--- src/rtl/huffman_pkg.sv ---
// Shared state encoding, tree-node type and width helpers for the Huffman code generator.
// Node fields are sized for the largest legal instance; narrower instances keep the upper bits at zero.
package huffman_pkg;

  localparam int MAXN = 16;
  localparam int MAXW = 32;

  typedef enum logic [2:0] {
    IDLE,
    COUNT,
    SORT,
    MERGE,
    DONE
  } state_t;

  typedef struct packed {
    logic [MAXN-1:0] mask;
    logic [MAXW-1:0] weight;
  } node_t;

  function automatic int sw_f(input int nsym);
    return $clog2(nsym + 1);
  endfunction

  function automatic int ww_f(input int cw, input int nsym);
    return cw + $clog2(nsym);
  endfunction

  // All-ones weight of the live width: strictly above any reachable sum, so empty slots sink.
  function automatic logic [MAXW-1:0] sentinel_w(input int ww);
    return MAXW'((64'd1 << ww) - 64'd1);
  endfunction

endpackage

--- src/rtl/huffman_oet_pass.sv ---
// One combinational odd-even transposition row; zero latency, no flow control.
// Exchanges on strict greater-than; with tie_en_i, equal weights put the higher symbol index first.
module huffman_oet_pass
  import huffman_pkg::*;
#(
  parameter int NSYM = 6
) (
  input  logic             parity_i,
  input  logic             tie_en_i,
  input  node_t [NSYM-1:0] node_i,
  output node_t [NSYM-1:0] node_o
);

  always_comb begin
    node_o = node_i;
    for (int i = 0; i < NSYM - 1; i++) begin
      if ((i % 2) == int'(parity_i)) begin
        if ((node_i[i].weight > node_i[i+1].weight) ||
            (tie_en_i && (node_i[i].weight == node_i[i+1].weight) &&
             (node_i[i].mask < node_i[i+1].mask))) begin
          node_o[i]   = node_i[i+1];
          node_o[i+1] = node_i[i];
        end
      end
    end
  end

endmodule

--- src/rtl/huffman_gen.sv ---
// Framed symbol counter plus Huffman tree builder; codes valid (NSYM-1)(NSYM+1)+1 cycles after the last beat.
// in_ready drops for the whole SORT/MERGE build; beats are accepted again once codes are presented.
module huffman_gen
  import huffman_pkg::*;
#(
  parameter int NSYM = 6,
  parameter int DW   = 8,
  parameter int CW   = 8,
  parameter int LW   = 8
) (
  input  logic              clk,
  input  logic              reset_n,
  input  logic              in_valid,
  output logic              in_ready,
  input  logic [DW-1:0]     in_data,
  input  logic              in_last,
  output logic              cnt_valid,
  output logic [NSYM*CW-1:0] cnt,
  output logic              code_valid,
  output logic [NSYM*LW-1:0] hc,
  output logic [NSYM*LW-1:0] hm
);

  localparam int SW = sw_f(NSYM);
  localparam int WW = ww_f(CW, NSYM);
  localparam int KW = $clog2(NSYM + 1);
  localparam logic [MAXW-1:0] SENT_W  = sentinel_w(WW);
  localparam logic [CW-1:0]   CNT_MAX = '1;

  state_t              state_q, state_d;
  logic [NSYM*CW-1:0]  cnt_q, cnt_d;
  logic [NSYM*LW-1:0]  hc_q, hc_d, hm_q, hm_d;
  node_t [NSYM-1:0]    node_q, node_d, node_sorted;
  logic [KW-1:0]       step_q, step_d, merge_q, merge_d;
  logic                first_q, first_d;
  logic                cnt_valid_q, cnt_valid_d;
  logic                code_valid_q, code_valid_d;
  logic                acc;
  logic [SW-1:0]       sym;
  logic [LW-1:0]       hm_new;

  assign in_ready   = (state_q != SORT) && (state_q != MERGE);
  assign acc        = in_valid && in_ready;
  assign sym        = in_data[SW-1:0];
  assign cnt        = cnt_q;
  assign hc         = hc_q;
  assign hm         = hm_q;
  assign cnt_valid  = cnt_valid_q;
  assign code_valid = code_valid_q;

  if (DW > SW) begin : g_hi
    logic unused_hi;
    assign unused_hi = ^in_data[DW-1:SW];
  end

  huffman_oet_pass #(.NSYM(NSYM)) u_pass (
    .parity_i (step_q[0]),
    .tie_en_i (first_q),
    .node_i   (node_q),
    .node_o   (node_sorted)
  );

  always_comb begin
    state_d      = state_q;
    cnt_d        = cnt_q;
    hc_d         = hc_q;
    hm_d         = hm_q;
    node_d       = node_q;
    step_d       = step_q;
    merge_d      = merge_q;
    first_d      = first_q;
    cnt_valid_d  = 1'b0;
    code_valid_d = code_valid_q;
    hm_new       = '0;
    case (state_q)
      IDLE, COUNT, DONE: begin
        if (acc) begin
          if (state_q != COUNT) begin
            cnt_d        = '0;
            hc_d         = '0;
            hm_d         = '0;
            code_valid_d = 1'b0;
          end
          for (int i = 0; i < NSYM; i++) begin
            if ((sym == SW'(i + 1)) && (cnt_d[i*CW +: CW] != CNT_MAX))
              cnt_d[i*CW +: CW] = cnt_d[i*CW +: CW] + CW'(1);
          end
          state_d = COUNT;
          if (in_last) begin
            state_d     = SORT;
            cnt_valid_d = 1'b1;
            step_d      = '0;
            merge_d     = '0;
            first_d     = 1'b1;
            for (int i = 0; i < NSYM; i++)
              node_d[i] = '{mask: MAXN'(1) << i, weight: MAXW'(cnt_d[i*CW +: CW])};
          end
        end
      end
      SORT: begin
        node_d = node_sorted;
        step_d = step_q + KW'(1);
        if (step_q == KW'(NSYM - 1)) state_d = MERGE;
      end
      MERGE: begin
        // Node0 members take a 1, node1 members a 0, at their current code length.
        for (int i = 0; i < NSYM; i++) begin
          if (node_q[0].mask[i] || node_q[1].mask[i]) begin
            hm_new = (hm_q[i*LW +: LW] << 1) | LW'(1);
            hm_d[i*LW +: LW] = hm_new;
            if (node_q[0].mask[i])
              hc_d[i*LW +: LW] = hc_q[i*LW +: LW] | (hm_new & ~hm_q[i*LW +: LW]);
          end
        end
        node_d[0] = '{mask:   node_q[0].mask | node_q[1].mask,
                      weight: node_q[0].weight + node_q[1].weight};
        for (int i = 1; i < NSYM - 1; i++) node_d[i] = node_q[i+1];
        node_d[NSYM-1] = '{mask: '0, weight: SENT_W};
        first_d = 1'b0;
        step_d  = '0;
        merge_d = merge_q + KW'(1);
        if (merge_q == KW'(NSYM - 2)) begin
          state_d      = DONE;
          code_valid_d = 1'b1;
        end else begin
          state_d = SORT;
        end
      end
      default: state_d = IDLE;
    endcase
  end

  always_ff @(posedge clk or negedge reset_n) begin
    if (!reset_n) begin
      state_q      <= IDLE;
      cnt_q        <= '0;
      hc_q         <= '0;
      hm_q         <= '0;
      node_q       <= '0;
      step_q       <= '0;
      merge_q      <= '0;
      first_q      <= 1'b0;
      cnt_valid_q  <= 1'b0;
      code_valid_q <= 1'b0;
    end else begin
      state_q      <= state_d;
      cnt_q        <= cnt_d;
      hc_q         <= hc_d;
      hm_q         <= hm_d;
      node_q       <= node_d;
      step_q       <= step_d;
      merge_q      <= merge_d;
      first_q      <= first_d;
      cnt_valid_q  <= cnt_valid_d;
      code_valid_q <= code_valid_d;
    end
  end

endmodule

--- config.mk ---
export PLATFORM = sky130hd
export DESIGN_NAME = huffman_gen
export DESIGN_NICKNAME = d
export VERILOG_FILES = /design/src/rtl/huffman_pkg.sv /design/src/rtl/huffman_oet_pass.sv /design/src/rtl/huffman_gen.sv
export SDC_FILE = /design/constraint.sdc
export NUM_CORES = 2
export LEC_CHECK = 0
export CAP_MARGIN = 20
export CORE_MARGIN = 5
export CORE_UTILIZATION = 60
export CTS_CLUSTER_SIZE = 16
export DETAILED_ROUTE_END_ITERATION = 16
export GPL_TIMING_DRIVEN = 0
export PLACE_DENSITY = 0.8
export RECOVER_POWER = 100
export SLEW_MARGIN = 20
export SYNTH_ARGS = -nofsm -noshare
export SYNTH_HDL_FRONTEND = slang
export SYNTH_SLANG_ARGS = --single-unit
export TNS_END_PERCENT = 50
--- constraint.sdc ---
create_clock -name clk -period 3.9 [get_ports clk]
set_input_delay 1.17 -clock clk [delete_from_list [all_inputs] [get_ports clk]]
set_output_delay 1.17 -clock clk [all_outputs]
set_load 0.05 [all_outputs]
=== Word-level counts from Yosys, hierarchy flattened ===
Cells that the tools add are included.

* Bits of input ports: 12
* Register bits: 444
* Word-level logic and storage cells: 230
* Output and inout bits: 147

* Equal/unequal tests: 46
* Bitwise logic cells: 19
* $lt $le $gt $ge: 10
* Muxes and demuxes: 63
* Reductions and logical operators: 52
* Add/sub/neg operators: 9

{| class="wikitable"
|+ Operator list
! kind !! number
|-
| $mux W96 || 10
|-
| $pmux W288 S3 || 1
|-
| $mux W288 || 2
|-
| $mux W48 || 5
|-
| $mux W8 || 24
|-
| $pmux W48 S2 || 2
|-
| $eq A32 B32 Y1 || 5
|-
| $gt A32 B32 Y1 || 5
|-
| $lt A16 B16 Y1 || 5
|-
| $add A8 B1 Y8 const B || 6
|-
| $and A8 B8 Y8 || 6
|-
| $ne A8 B8 Y1 const B || 6
|-
| $not A8 Y8 || 6
|-
| $or A8 B8 Y8 || 6
|-
| $reduce_and A5 Y1 || 8
|-
| $ne A2 B2 Y1 const B || 18
|-
| $add A32 B32 Y32 || 1
|-
| $reduce_and A4 Y1 || 7
|-
| $eq A3 B3 Y1 const B || 6
|-
| $logic_and A1 B1 Y1 || 18
|-
| $pmux W3 S3 || 2
|-
| $or A16 B16 Y16 || 1
|-
| $mux W3 || 5
|-
| $eq A3 B2 Y1 const B || 4
|-
| 16 further kinds || 40
|}

=== Depth between registers and ports, before layout ===
* Depth after elaboration: 15
* Depth in mapped cells: 14
* Gate-level depth less buffers: 11

=== Hierarchy ===
From an unflattened synthesis, not the netlist that was laid out.

* Cells, all modules: 3,619
* Area, all modules: 32,177.1 um^2

{| class="wikitable"
|+ Modules (own cells, without submodules)
! module !! sequential area each (um^2) !! cells each !! area an instance (um^2) !! times used
|-
| huffman_gen || 11,110.7 || 2,096 || 21,242.9 || 1
|-
| huffman_oet_pass || 0.0 || 1,523 || 10,934.2 || 1
|}

=== Worst setup path before layout ===
Ideal clock, no wire load.

* Path kind: register to register
* Start: reg state_q[2]
* End: reg node_q[103] in the netlist's numbering
* Period minus slack after synthesis: 3.560 ns
* Arrival time: 3.421 ns
* Buffers on the path: 3
* Setup time: 0.138 ns
* Data required time: 3.762 ns
* Stages on the path, launching flop included: 15
* Setup slack: 0.340 ns
* Path through: dfrtp_1 -> buf_2 -> nor3b_1 -> clkbuf_1 -> clkbuf_1 -> and2_1 -> ha_1 -> and4_1 -> a41oi_1 -> and4_1 -> and4_1 -> and3_1 -> xor2_1 -> a222oi_1 -> o21ai_0

* Word-level cells in the longest chain between the ends: 10
* Elaborated cells on any way between the ends: 25
* Classes of those cells: add/sub: 1; eq/ne: 10; mux: 7; reduce/logical: 7

{| class="wikitable"
|+ RTL lines
! item !! line !! source
|-
| from (decl) || huffman_gen.sv:30 || <nowiki>state_t state_q, state_d;</nowiki>
|-
| from (signal assigned) || huffman_gen.sv:146 || <nowiki>state_q <= state_d;</nowiki>
|-
| parallel branches: the longest is 10 deep, another holds $add A8 B1 Y8 || - ||
|-
| to (signal assigned) || huffman_gen.sv:150 || <nowiki>node_q <= node_d;</nowiki>
|-
| to (decl) || huffman_gen.sv:33 || <nowiki>node_t [NSYM-1:0] node_q, node_d, node_sorted;</nowiki>
|}

Several ways; the timed one is not identified. The select of a mux whose other input is x is not followed.
A chain may end at the register's enable or synchronous reset.

=== Final worst setup path ===
* Start: reg state_q[1]
* End: out in_ready

* Word-level cells in the longest chain between the ends: 2
* Elaborated cells on any way between the ends: 3
* Classes of those cells: eq/ne: 2; reduce/logical: 1

{| class="wikitable"
|+ RTL lines
! item !! line !! source
|-
| $ne A3 B2 Y1 || huffman_gen.sv:42 || <nowiki>assign in_ready = (state_q != SORT) && (state_q != MERGE);</nowiki>
|-
| $logic_and A1 B1 Y1 * || huffman_gen.sv:42 ||
|-
| to (decl) || huffman_gen.sv:14 || <nowiki>output logic in_ready,</nowiki>
|}

Every way passes the cells marked *; elsewhere a longest branch is shown, timed or not.

==> impl_metrics.env <==
export IMPL_clk_path_buf_depth=3
export IMPL_grt_pass1_wl_um=147800
export IMPL_synth_edf_count=0
export IMPL_timing_hold_ws_ps=497.3
export IMPL_root_buffer="clkbuf_16"
export IMPL_grt_overflow=0
export IMPL_clock_latency_ps=610
export IMPL_vdd_drop_max_uv=847.1
export IMPL_seq_area_frac_synth_pct=39.62
export IMPL_grt_pass1_vias=25648
export IMPL_fin_skew_ps=24.98
export IMPL_fin_cells=3891
export IMPL_clkPwrFrac_pct=15.3
export IMPL_num_io_pins=159
export IMPL_antenna_left=0
export IMPL_avgRoutedWirePerCell_um=24.55
export IMPL_holdPathStages=2
export IMPL_slew_headroom_pct=-46.49
export IMPL_syn_inst=3035
export IMPL_htree_levels=2
export IMPL_static_leakage_power_nw=14.81
export IMPL_core_area_um2=46360
export IMPL_min_from="hc[22]$_DFFE_PN0P_"
export IMPL_antenna_found_initial=2
export IMPL_cts_made_buffers=48
export IMPL_report_final_slew_viol_count=163
export IMPL_area_delta_synth_final_pct=15.14
export IMPL_clkSinkCount=444
export IMPL_drt_iter0_drc=2706
export IMPL_nNetsFinal=3550
export IMPL_status="finished with violations"
export IMPL_wl_um=95540
export IMPL_p_int_mw=15.88
export IMPL_pwr_density_cell_nw_per_um2=1006
export IMPL_gp_congestion=1.004
export IMPL_power_mw=32.49
export IMPL_remaining_drc_errors=0
export IMPL_hold_viol=0
export IMPL_critPathLaunchType="register"
export IMPL_synth_fp_nets=3339
export IMPL_violations="capacitance limit, slew limit"
export IMPL_dr_pass1_iters=6
export IMPL_maxCapViolCount=2
export IMPL_crit_path_start="state_q[1]$_DFFE_PN0P_"
export IMPL_synth_flop_cell="dfrtp_1"
export IMPL_vias=26280
export IMPL_die_width_um=226.2
export IMPL_antenna_cells=0
export IMPL_ys_ff_latch=444
export IMPL_io_buffers=153
export IMPL_tightest_slew_ps=2197
export IMPL_power_frac_seq_pct=26.5
export IMPL_cp_arrival_ps=2700
export IMPL_net_switching_power_mw=16.61
export IMPL_hold_path_class="reg -> reg"
export IMPL_end_kind="primary output"
export IMPL_hold_end="hc[22]$_DFFE_PN0P_"
export IMPL_synth_area_um2=28040
export IMPL_synthArstFlopShare_pct=100.0
export IMPL_required_ps=2730
export IMPL_path_clk_slew_ps=60
export IMPL_reg2reg_slack_ps=120
export IMPL_start_util_pct=60.49
export IMPL_rsz0062_at_grt="no"
export IMPL_combPwrFrac_pct=58.1
export IMPL_tns_ps=0
export IMPL_finalSetupViolCount=0
export IMPL_timing_rr_start="node_q[61]$_DFFE_PN0P_"
export IMPL_routed_via_density=6.754
export IMPL_fmax_mhz=258.5
export IMPL_critPathMaxFanout=10
export IMPL_critical_path_class="reg -> out"
export IMPL_track_usage_pct=36.79
export IMPL_cts_tree="done"
export IMPL_period_share_pct=99.20
export IMPL_swShare_pct=51.11
export IMPL_place_area_um2=30480
export IMPL_syn_avg_cell_area_um2=9.240
export IMPL_layout_drive_gt1_share_pct=6.425
export IMPL_ys_warnings_count=0
export IMPL_numPlacedInstances=3800
export IMPL_hold_buffers=0
export IMPL_synth_distinct_cells=90
export IMPL_dieArea_um2=51160
export IMPL_dpl_hpwl_um=71970
export IMPL_r2r_cells=14
export IMPL_stdcell_area_um2=32290
export IMPL_grt_max_degree=101
export IMPL_die_y_um=226.2
export IMPL_min_period_ps=3869
export IMPL_rr_endpoint="node_q[4]$_DFFE_PN0P_"
export IMPL_rows=79
## state kept, by name (all words and copies together), names as in the netlist
name / cells
cnt: 48
node_q: 288
merge_q: 3
hc: 48
first_q: 1
code_valid: 1
state_q: 3
cnt_valid: 1
step_q: 3
hm: 48
## power groups by stage
stage / Sequential (mW) / Combinational (mW) / Clock (mW)
after floorplan: 8.76 / 11.7 / 0
after global placement: 8.42 / 17.7 / 0
after detailed placement: 8.54 / 18.3 / 0
final: 8.62 / 18.9 / 4.98
after CTS: 8.48 / 18.7 / 5.00
after global routing: 8.76 / 20.5 / 5.19
## area by class of cell
cell class                      count  area (µm²)
Sequential cell                   444       11110
Fill cell                        3602       14070
Clock inverter                     23       312.8
Multi-Input combinational cell   2091       15070
Clock buffer                       65        1398
Inverter                          346        1300
Buffer                            149       684.4
Timing Repair Buffer              166        1652
Tap cell                          607       759.5
## synth_stat cells, drive strengths merged (31+ instances only)
| cell | number | area (µm²) |
|---|---|---|
| a21oi | 152 | 775.8 |
| a221o | 69 | 694.4 |
| a22o | 69 | 604.3 |
| a22oi | 131 | 983.4 |
| a31oi | 58 | 392.9 |
| buf | 42 | 262.8 |
| clkbuf | 112 | 421.7 |
| dfrtp | 444 | 11110 |
| ha | 291 | 3641 |
| inv | 345 | 1295 |
| nand2 | 191 | 724.4 |
| nand3 | 42 | 210.2 |
| nand4 | 61 | 381.6 |
| nor2 | 204 | 765.7 |
| nor3 | 64 | 325.3 |
| o211ai | 31 | 232.7 |
| o21ai | 248 | 1313 |
| o221ai | 51 | 446.7 |
| o31ai | 42 | 315.3 |
| xnor2 | 50 | 437.9 |
## critical path, stage by stage (launching register included)
cell and delay [ps]:
dfrtp_2 480, nor2b_1 160, buf_2 310, clkinv_2 230, clkbuf_4 290, clkbuf_8 250, clkdlybuf4s15_2 360
## timing repair
item                                    CTS  global route
pin swaps                                 3             1
setup buffers                             6             2
gates resized for setup                  33            42
cloned                                    0             0
endpoints found under the setup margin  285           166
## layout by cell type (no fill, tap or decap), drive strengths merged, types with 131 or more instances in the layout
| cell | instances |
|---|---|
| a21oi | 152 |
| a22oi | 131 |
| clkbuf | 194 |
| dfrtp | 444 |
| dlygate4sd3 | 147 |
| ha | 291 |
| inv | 345 |
| nand2 | 191 |
| nor2 | 204 |
| o21ai | 248 |
## logic make-up after synthesis
| family | Yosys count | synth area share [%] |
|---|---|---|
| xor+xnor | 68 | 2.124 |
| fa+ha+maj | 292 | 13.05 |
| mux | 24 | 0.8834 |
| simple gates | 690 | 11.77 |
| buf+inv | 500 | 7.072 |
| compound gates | 1017 | 25.48 |
| flops | 444 | 39.62 |
## routing by layer
metal / GRT usage (%) / vias up / wire, µm
met5: 0 / - / 27
met4: 13.93 / 4 / 4074
met3: 7.448 / 254 / 9971
met2: 56.89 / 1500 / 42450
met1: 51.57 / 12909 / 39010
li1: - / 11613 / -
## metrics by stage
step	setup slack, ps	utilization [%]
2_1_floorplan	340.5	-
4_1_cts	5.091	69.77
6_report	31.13	69.65
5_1_grt	3.100	69.65
3_5_place_dp	-1012	65.76
3_3_place_gp	-18020	65.43
## how the worst max path moves through the flow
stage | endpoint | slack (ps) | cells past startpoint
after floorplan | node_q[103]$_DFFE_PN0P_ | 340 | 14
after global placement | node_q[260]$_DFFE_PN0P_ | -18020 | 1
after detailed placement | node_q[103]$_DFFE_PN0P_ | -1010 | 14
after CTS | node_q[106]$_DFFE_PN0P_ | 5 | 10
after global routing | node_q[52]$_DFFE_PN0P_ | 3 | 13
final | in_ready | 30 | 6
(Power assumes the default switching activity.)
